$ cat src/rtl/fifo_burst_reader.sv
// Burst reader that drains a non-fallthrough synchronous FIFO into a
// valid/ready stream. Bursts start on a FIFO threshold, a flush request or an
// idle-with-data timeout, and each burst ends with a single out_last word.
module fifo_burst_reader #(
   parameter int pDATA_WIDTH = 8,
   parameter int pBURST_LEN  = 16
) (
   input  logic                   clk,
   input  logic                   rst_n,
   input  logic                   enable,
   input  logic                   flush_req,
   input  logic [15:0]            timeout_cycles,
   input  logic                   fifo_empty,
   input  logic                   fifo_almost_empty,
   input  logic                   fifo_full_threshold,
   input  logic [pDATA_WIDTH-1:0] fifo_rdata,
   output logic                   fifo_ren,
   output logic [pDATA_WIDTH-1:0] out_data,
   output logic                   out_valid,
   output logic                   out_last,
   input  logic                   out_ready,
   output logic                   busy,
   output logic [15:0]            burst_count
);

   localparam logic [7:0] BURST_LEN_C = 8'(pBURST_LEN);

   typedef enum logic [1:0] {
      ST_IDLE  = 2'd0,
      ST_FULL  = 2'd1,
      ST_PART  = 2'd2,
      ST_DRAIN = 2'd3
   } state_t;

   state_t      state_q, state_d;
   logic [7:0]  words_left_q, words_left_d;
   logic [15:0] tmo_cnt_q, tmo_cnt_d;
   logic        flush_pend_q, flush_pend_d;
   logic        out_valid_q, out_valid_d;
   logic        out_last_q, out_last_d;
   logic        busy_q, busy_d;
   logic [15:0] burst_cnt_q, burst_cnt_d;

   logic        in_burst_s;
   logic        ren_s;
   logic        last_at_read_s;
   logic        tmo_qualify_s;
   logic        tmo_expire_s;
   logic        pend_s;

   // The read data port of the FIFO is already registered, so it feeds the stream directly.
   assign out_data    = fifo_rdata;
   assign out_valid   = out_valid_q;
   assign out_last    = out_last_q;
   assign busy        = busy_q;
   assign burst_count = burst_cnt_q;
   assign fifo_ren    = ren_s;

   // Read strobe, end-of-burst detection and timeout qualification.
   always_comb begin
      in_burst_s     = (state_q == ST_FULL) || (state_q == ST_PART);
      ren_s          = in_burst_s && !fifo_empty && (words_left_q != 8'd0) &&
                       (!out_valid_q || out_ready);
      last_at_read_s = (words_left_q == 8'd1) ||
                       ((state_q == ST_PART) && fifo_almost_empty);
      tmo_qualify_s  = (state_q == ST_IDLE) && enable && !fifo_empty;
      tmo_expire_s   = tmo_qualify_s && (timeout_cycles != 16'd0) &&
                       (tmo_cnt_q == timeout_cycles);
      // A flush pulse counts as pending in the same cycle it arrives.
      pend_s         = flush_pend_q || flush_req;
   end

   // Next-state, burst bookkeeping and registered stream controls.
   always_comb begin
      state_d      = state_q;
      words_left_d = words_left_q;
      tmo_cnt_d    = 16'd0;
      burst_cnt_d  = burst_cnt_q;
      // A flush seen with nothing to drain in IDLE is simply dropped.
      flush_pend_d = ((state_q == ST_IDLE) && fifo_empty) ? 1'b0 : pend_s;
      out_valid_d  = out_valid_q;
      out_last_d   = out_last_q;

      case (state_q)
         ST_IDLE: begin
            if (tmo_qualify_s) begin
               tmo_cnt_d = tmo_cnt_q + 16'd1;
            end else begin
               tmo_cnt_d = 16'd0;
            end
            if (enable && fifo_full_threshold) begin
               state_d      = ST_FULL;
               words_left_d = BURST_LEN_C;
            end else if (enable && pend_s && !fifo_empty) begin
               state_d      = ST_PART;
               words_left_d = BURST_LEN_C;
               flush_pend_d = 1'b0;
            end else if (tmo_expire_s) begin
               state_d      = ST_PART;
               words_left_d = BURST_LEN_C;
               flush_pend_d = 1'b0;
            end else begin
               state_d = ST_IDLE;
            end
         end
         ST_FULL, ST_PART: begin
            if (ren_s) begin
               words_left_d = words_left_q - 8'd1;
               if (last_at_read_s) begin
                  state_d = ST_DRAIN;
               end else begin
                  state_d = state_q;
               end
            end else begin
               // FIFO empty or downstream stalled: wait, never cut the burst short.
               state_d = state_q;
            end
         end
         ST_DRAIN: begin
            if (out_valid_q && out_ready && out_last_q) begin
               state_d     = ST_IDLE;
               burst_cnt_d = burst_cnt_q + 16'd1;
            end else begin
               state_d = ST_DRAIN;
            end
         end
         default: begin
            state_d = ST_IDLE;
         end
      endcase

      // A word read this cycle becomes valid next cycle; otherwise an accepted word retires.
      if (ren_s) begin
         out_valid_d = 1'b1;
         out_last_d  = last_at_read_s;
      end else if (out_ready) begin
         out_valid_d = 1'b0;
         out_last_d  = 1'b0;
      end else begin
         out_valid_d = out_valid_q;
         out_last_d  = out_last_q;
      end

      busy_d = (state_d != ST_IDLE);
   end

   // State and output registers; reset abandons any burst in flight.
   always_ff @(posedge clk or negedge rst_n) begin
      if (!rst_n) begin
         state_q      <= ST_IDLE;
         words_left_q <= 8'd0;
         tmo_cnt_q    <= 16'd0;
         flush_pend_q <= 1'b0;
         out_valid_q  <= 1'b0;
         out_last_q   <= 1'b0;
         busy_q       <= 1'b0;
         burst_cnt_q  <= 16'd0;
      end else begin
         state_q      <= state_d;
         words_left_q <= words_left_d;
         tmo_cnt_q    <= tmo_cnt_d;
         flush_pend_q <= flush_pend_d;
         out_valid_q  <= out_valid_d;
         out_last_q   <= out_last_d;
         busy_q       <= busy_d;
         burst_cnt_q  <= burst_cnt_d;
      end
   end

endmodule

$ cat config.mk
export PLATFORM = sky130hd
export DESIGN_NAME = fifo_burst_reader
export DESIGN_NICKNAME = d
export VERILOG_FILES = /design/src/rtl/fifo_burst_reader.sv
export SDC_FILE = /design/constraint.sdc
export NUM_CORES = 1
export LEC_CHECK = 0
export CAP_MARGIN = 20
export CORE_UTILIZATION = 45
export DETAILED_ROUTE_END_ITERATION = 10
export PLACE_DENSITY_LB_ADDON = 0.15
export SLEW_MARGIN = 30
export SYNTH_ARGS = -nofsm -noshare
export SYNTH_HDL_FRONTEND = slang
export SYNTH_SLANG_ARGS = --single-unit
$ cat constraint.sdc
create_clock -name clk -period 2.1 [get_ports clk]
set_clock_uncertainty 0.05 [all_clocks]
set_input_delay 0.21 -clock clk [delete_from_list [all_inputs] [get_ports clk]]
set_output_delay 0.21 -clock clk [all_outputs]
set_load 0.05 [all_outputs]
==> run metrics, run 1 <==
status finished clean; CTS H-Tree Depth 2; Cell Pwr Density 890 nW/µm²; max_cap viols 0; DR WL/cell 14.0 µm; worst-path cell chain inv_2 -> ha_4 -> nand3b_4 -> nand4b_1 -> or4_4 -> o31ai_4 -> buf_6 -> nand2_2 -> o31ai_2; Synth cell types 46; core footprint roughly 5600 µm²; final critical-path share of the clock period 0.980; clock tree buffer depth 2; # fillers ~460; Max Slew Vio Count 0; Antenna Cells 0; Routed WL 5.85 mm; DR pass1 iterations 4; CTS root buffer clkbuf_8; Crit path depth 9; terminus of the critical flop-to-flop path words_left_q[5]$_DFFE_PN0P_; Reg2Reg Setup Slack 0.04 ns; final-report hold violation count 0; DR vias/cell 5.24; Starting DRT DRC Count 98; Final HPWL DP approximately 4.3 mm; Worst EP required between 2 and 2.5 ns; Initial Util 0.473; Synth Cell Area ~2600 µm²; Synth async-reset ratio 1.00; first-pass GRT wire length approximately 10 mm; WP data arrival roughly 2.2 ns; yosys warns 0; Peak VDD IR about 620 µV; fin cells ~420; largest net degree at the start of global routing 47; leakage power around 1.6 nW; RSZ-0062 raised after global routing yes; CP startpoint state_q[1]$_DFF_PN0_; Synth Net Count just over 300; Main synth FF type dfrtp_1; CTS tree yes; Antenna Nets Post-Route 0; Setup crit end kind register; CP max stage cell or4_4; I/O Buffers 43; Syn Inst Count approximately 270; final net count roughly 390; sequential-to-total area share from yosys stat 0.437; Crit Path Category reg2reg; DIE WIDTH between 70 and 80 µm; Reg-to-Reg Start state_q[1]$_DFF_PN0_; CP max stage delay between 0.4 and 0.5 ns; min Tclk post-route 2.06 ns; CTS clk-pin slew, worst paths approximately 0.090 ns; grt ovf 0; clock sinks 46; Vias between 2,000 and 2,500; GRT Util Overall 0.203; Placed Area 3370 µm²; placed cells between 400 and 500; vias in the first global route a little over 2,000; Top Family by Delay on Critical Path simple AND/OR/NAND/NOR gates; total die area 6170 µm²; initial antenna violation count 0; critical-path maximum fanout 4; CP Launch Type register; Max-Slew Margin vs Limit 0.669; average cell area after synthesis 9.83 µm²; hold crit path type in2async; io pins 60; Total Power approximately 3.2 mW; final setup violation count 0; Worst Setup EP words_left_q[5]$_DFFE_PN0P_; share of cells above drive strength 1 0.214; RePlAce Congestion between 0.8 and 0.9; row cnt 27; Seq cells post-synth 46; worst skew pair latency 0.30 ns; EDFF count, synth 0; achievable frequency between 400 and 500 MHz; Slew @ Worst Pin about 0.50 ns; Reg2Reg Depth 9; CP bufs+invs 2; synthesis-to-finish area growth 35.3%; DRC violation count after routing 0; final core utilization 0.640; cts bufs inserted 5; post-route cell area ~3600 µm²; Die Ht roughly 79 µm
-- tightest hold or removal path, cell delays in order --
cell,delay [ns]
dlygate4sd3_1,0.52
buf_2,0.12
buf_12,0.25
-- how the worst min path moves through the flow --
stage,startpoint,to,slack [ns],cells past startpoint
6_report,rst_n,words_left_q[6]$_DFFE_PN0P_,0.36,3
5_1_grt,fifo_rdata[2],out_data[2],0.37,0
4_1_cts,rst_n,words_left_q[2]$_DFFE_PN0P_,0.37,3
3_5_place_dp,rst_n,words_left_q[2]$_DFFE_PN0P_,0.17,2
3_3_place_gp,rst_n,words_left_q[2]$_DFFE_PN0P_,0.16,2
2_1_floorplan,rst_n,burst_count[0]$_DFFE_PN0P_,-0.14,0
-- cells in the final DEF (no fill, tap or decap), types with 2 or more instances in the layout --
cell type,n
a31oi_1,2
dfrtp_2,2
clkdlybuf4s50_1,41
buf_6,2
nand3_1,18
o21ai_1,2
nand2_1,19
buf_12,2
o211ai_1,2
o21ai_0,5
nor4_1,5
xnor2_1,18
o211a_1,2
nor2b_1,2
nor2_1,28
a21o_1,2
clkbuf_8,5
nor3_1,5
or3_1,3
o31ai_1,4
buf_4,35
xnor2_2,7
and4_1,4
xor2_1,18
o2bb2ai_1,2
and3_1,2
a21oi_1,9
inv_2,4
inv_1,6
nand4_1,11
ha_1,8
dfrtp_1,44
-- Yosys cell counts, drive strengths merged (2+ instances only) --
library cell / instances / share of area
xnor2: 25 / 0.086
nor2: 28 / 0.040
clkbuf: 3 / 0.0043
o211ai: 2 / 0.0057
a21o: 2 / 0.0057
o21ai: 7 / 0.013
nand2: 20 / 0.029
inv: 10 / 0.014
nand3b: 2 / 0.010
or3: 3 / 0.0071
xor2: 18 / 0.060
nand3: 18 / 0.034
o211a: 2 / 0.0076
nor2b: 2 / 0.0047
buf: 8 / 0.023
nand4: 11 / 0.026
and3: 3 / 0.0076
o31ai: 6 / 0.022
nor4: 6 / 0.017
ha: 10 / 0.047
a21oi: 9 / 0.017
a31oi: 2 / 0.0047
o2bb2ai: 2 / 0.0066
nor3: 5 / 0.0095
dfrtp: 46 / 0.44
and4: 4 / 0.013
-- metal layers --
layer | wire length (µm) | track usage | part of all wire | vias to the layer above
li1 | - | - | - | 1097
met1 | 2830 | 0.280 | 0.48 | 1041
met2 | 2760 | 0.320 | 0.47 | 46
met3 | 182 | 0.0360 | 0.031 | 7
met4 | 78 | 0.0685 | 0.013 | 0
met5 | 0 | 0 | 0 | -
-- final cells by class --
class                           instances  area [µm²]  area share
Clock buffer                            6        72.6      0.0204
Tap cell                               72        90.1      0.0253
Multi-Input combinational cell        201        1450       0.408
Sequential cell                        46        1150       0.324
Timing Repair Buffer                   82         751       0.211
Clock inverter                          1        7.51     0.00211
Inverter                               10        37.5      0.0105
-- kinds of logic (layout without fill, tap and decap cells) --
group	count (synthesis)	count (layout)	share of synthesized area
multiplexers	1	1	0.00427
adder cells (fa/ha/maj)	10	10	0.0475
flip-flops	46	46	0.437
AND/OR/NAND/NOR	109	109	0.220
AO/OA/AOI/OAI	38	38	0.104
buffers and inverters	21	99	0.0413
XOR/XNOR	43	43	0.146
-- flip-flops by register name (all words and copies together) (netlist names) --
name,cells
burst_count,16
tmo_cnt_q,16
words_left_q,8
state_q,2
busy,1
flush_pend_q,1
out_last,1
out_valid,1
-- per-stage QoR --
step           worst slack [ns]  setup TNS [ns]  hold WS [ns]
2_1_floorplan          -0.00149        -0.00149        -0.136
3_3_place_gp             -0.226           -1.45         0.161
3_5_place_dp             -0.250           -1.52         0.166
4_1_cts                  0.0242               0         0.370
5_1_grt                 -0.0817          -0.263         0.370
6_report                 0.0420               0         0.359
-- what timing repair did --
item,in CTS,in global routing
hold endpoints to repair,46,0
pin swaps,2,4
resized for setup,2,14
setup buffers,0,4
setup endpoints to repair,1,8
gates cloned,0,0
hold buffers,1,0
-- power by group --
group / switching, mW / total [mW] / internal [mW]
registers: 0.104 / 1.10 / 1.00
clock network: 0.302 / 0.531 / 0.229
logic: 0.812 / 1.54 / 0.727
Power figures use the tool's default switching activity.
==> run 2, diff against run 1 <==
--- a/config.mk
+++ b/config.mk
@@ -5,6 +5,7 @@
 export SDC_FILE = /design/constraint.sdc
 export NUM_CORES = 1
 export LEC_CHECK = 0
+export ABC_CLOCK_PERIOD_IN_PS = 2100
 export CAP_MARGIN = 20
 export CORE_UTILIZATION = 45
 export DETAILED_ROUTE_END_ITERATION = 10
==> results of run 2 <==
Same layout as run 1: the final DEF is identical, and so are final timing and power.
==> run 3, diff against run 2 <==
--- a/config.mk
+++ b/config.mk
@@ -5,6 +5,7 @@
 export SDC_FILE = /design/constraint.sdc
 export NUM_CORES = 1
 export LEC_CHECK = 0
+export ABC_AREA = 0
 export ABC_CLOCK_PERIOD_IN_PS = 2100
 export CAP_MARGIN = 20
 export CORE_UTILIZATION = 45
==> results of run 3 <==
Same layout as run 1: the final DEF is identical, and so are final timing and power.
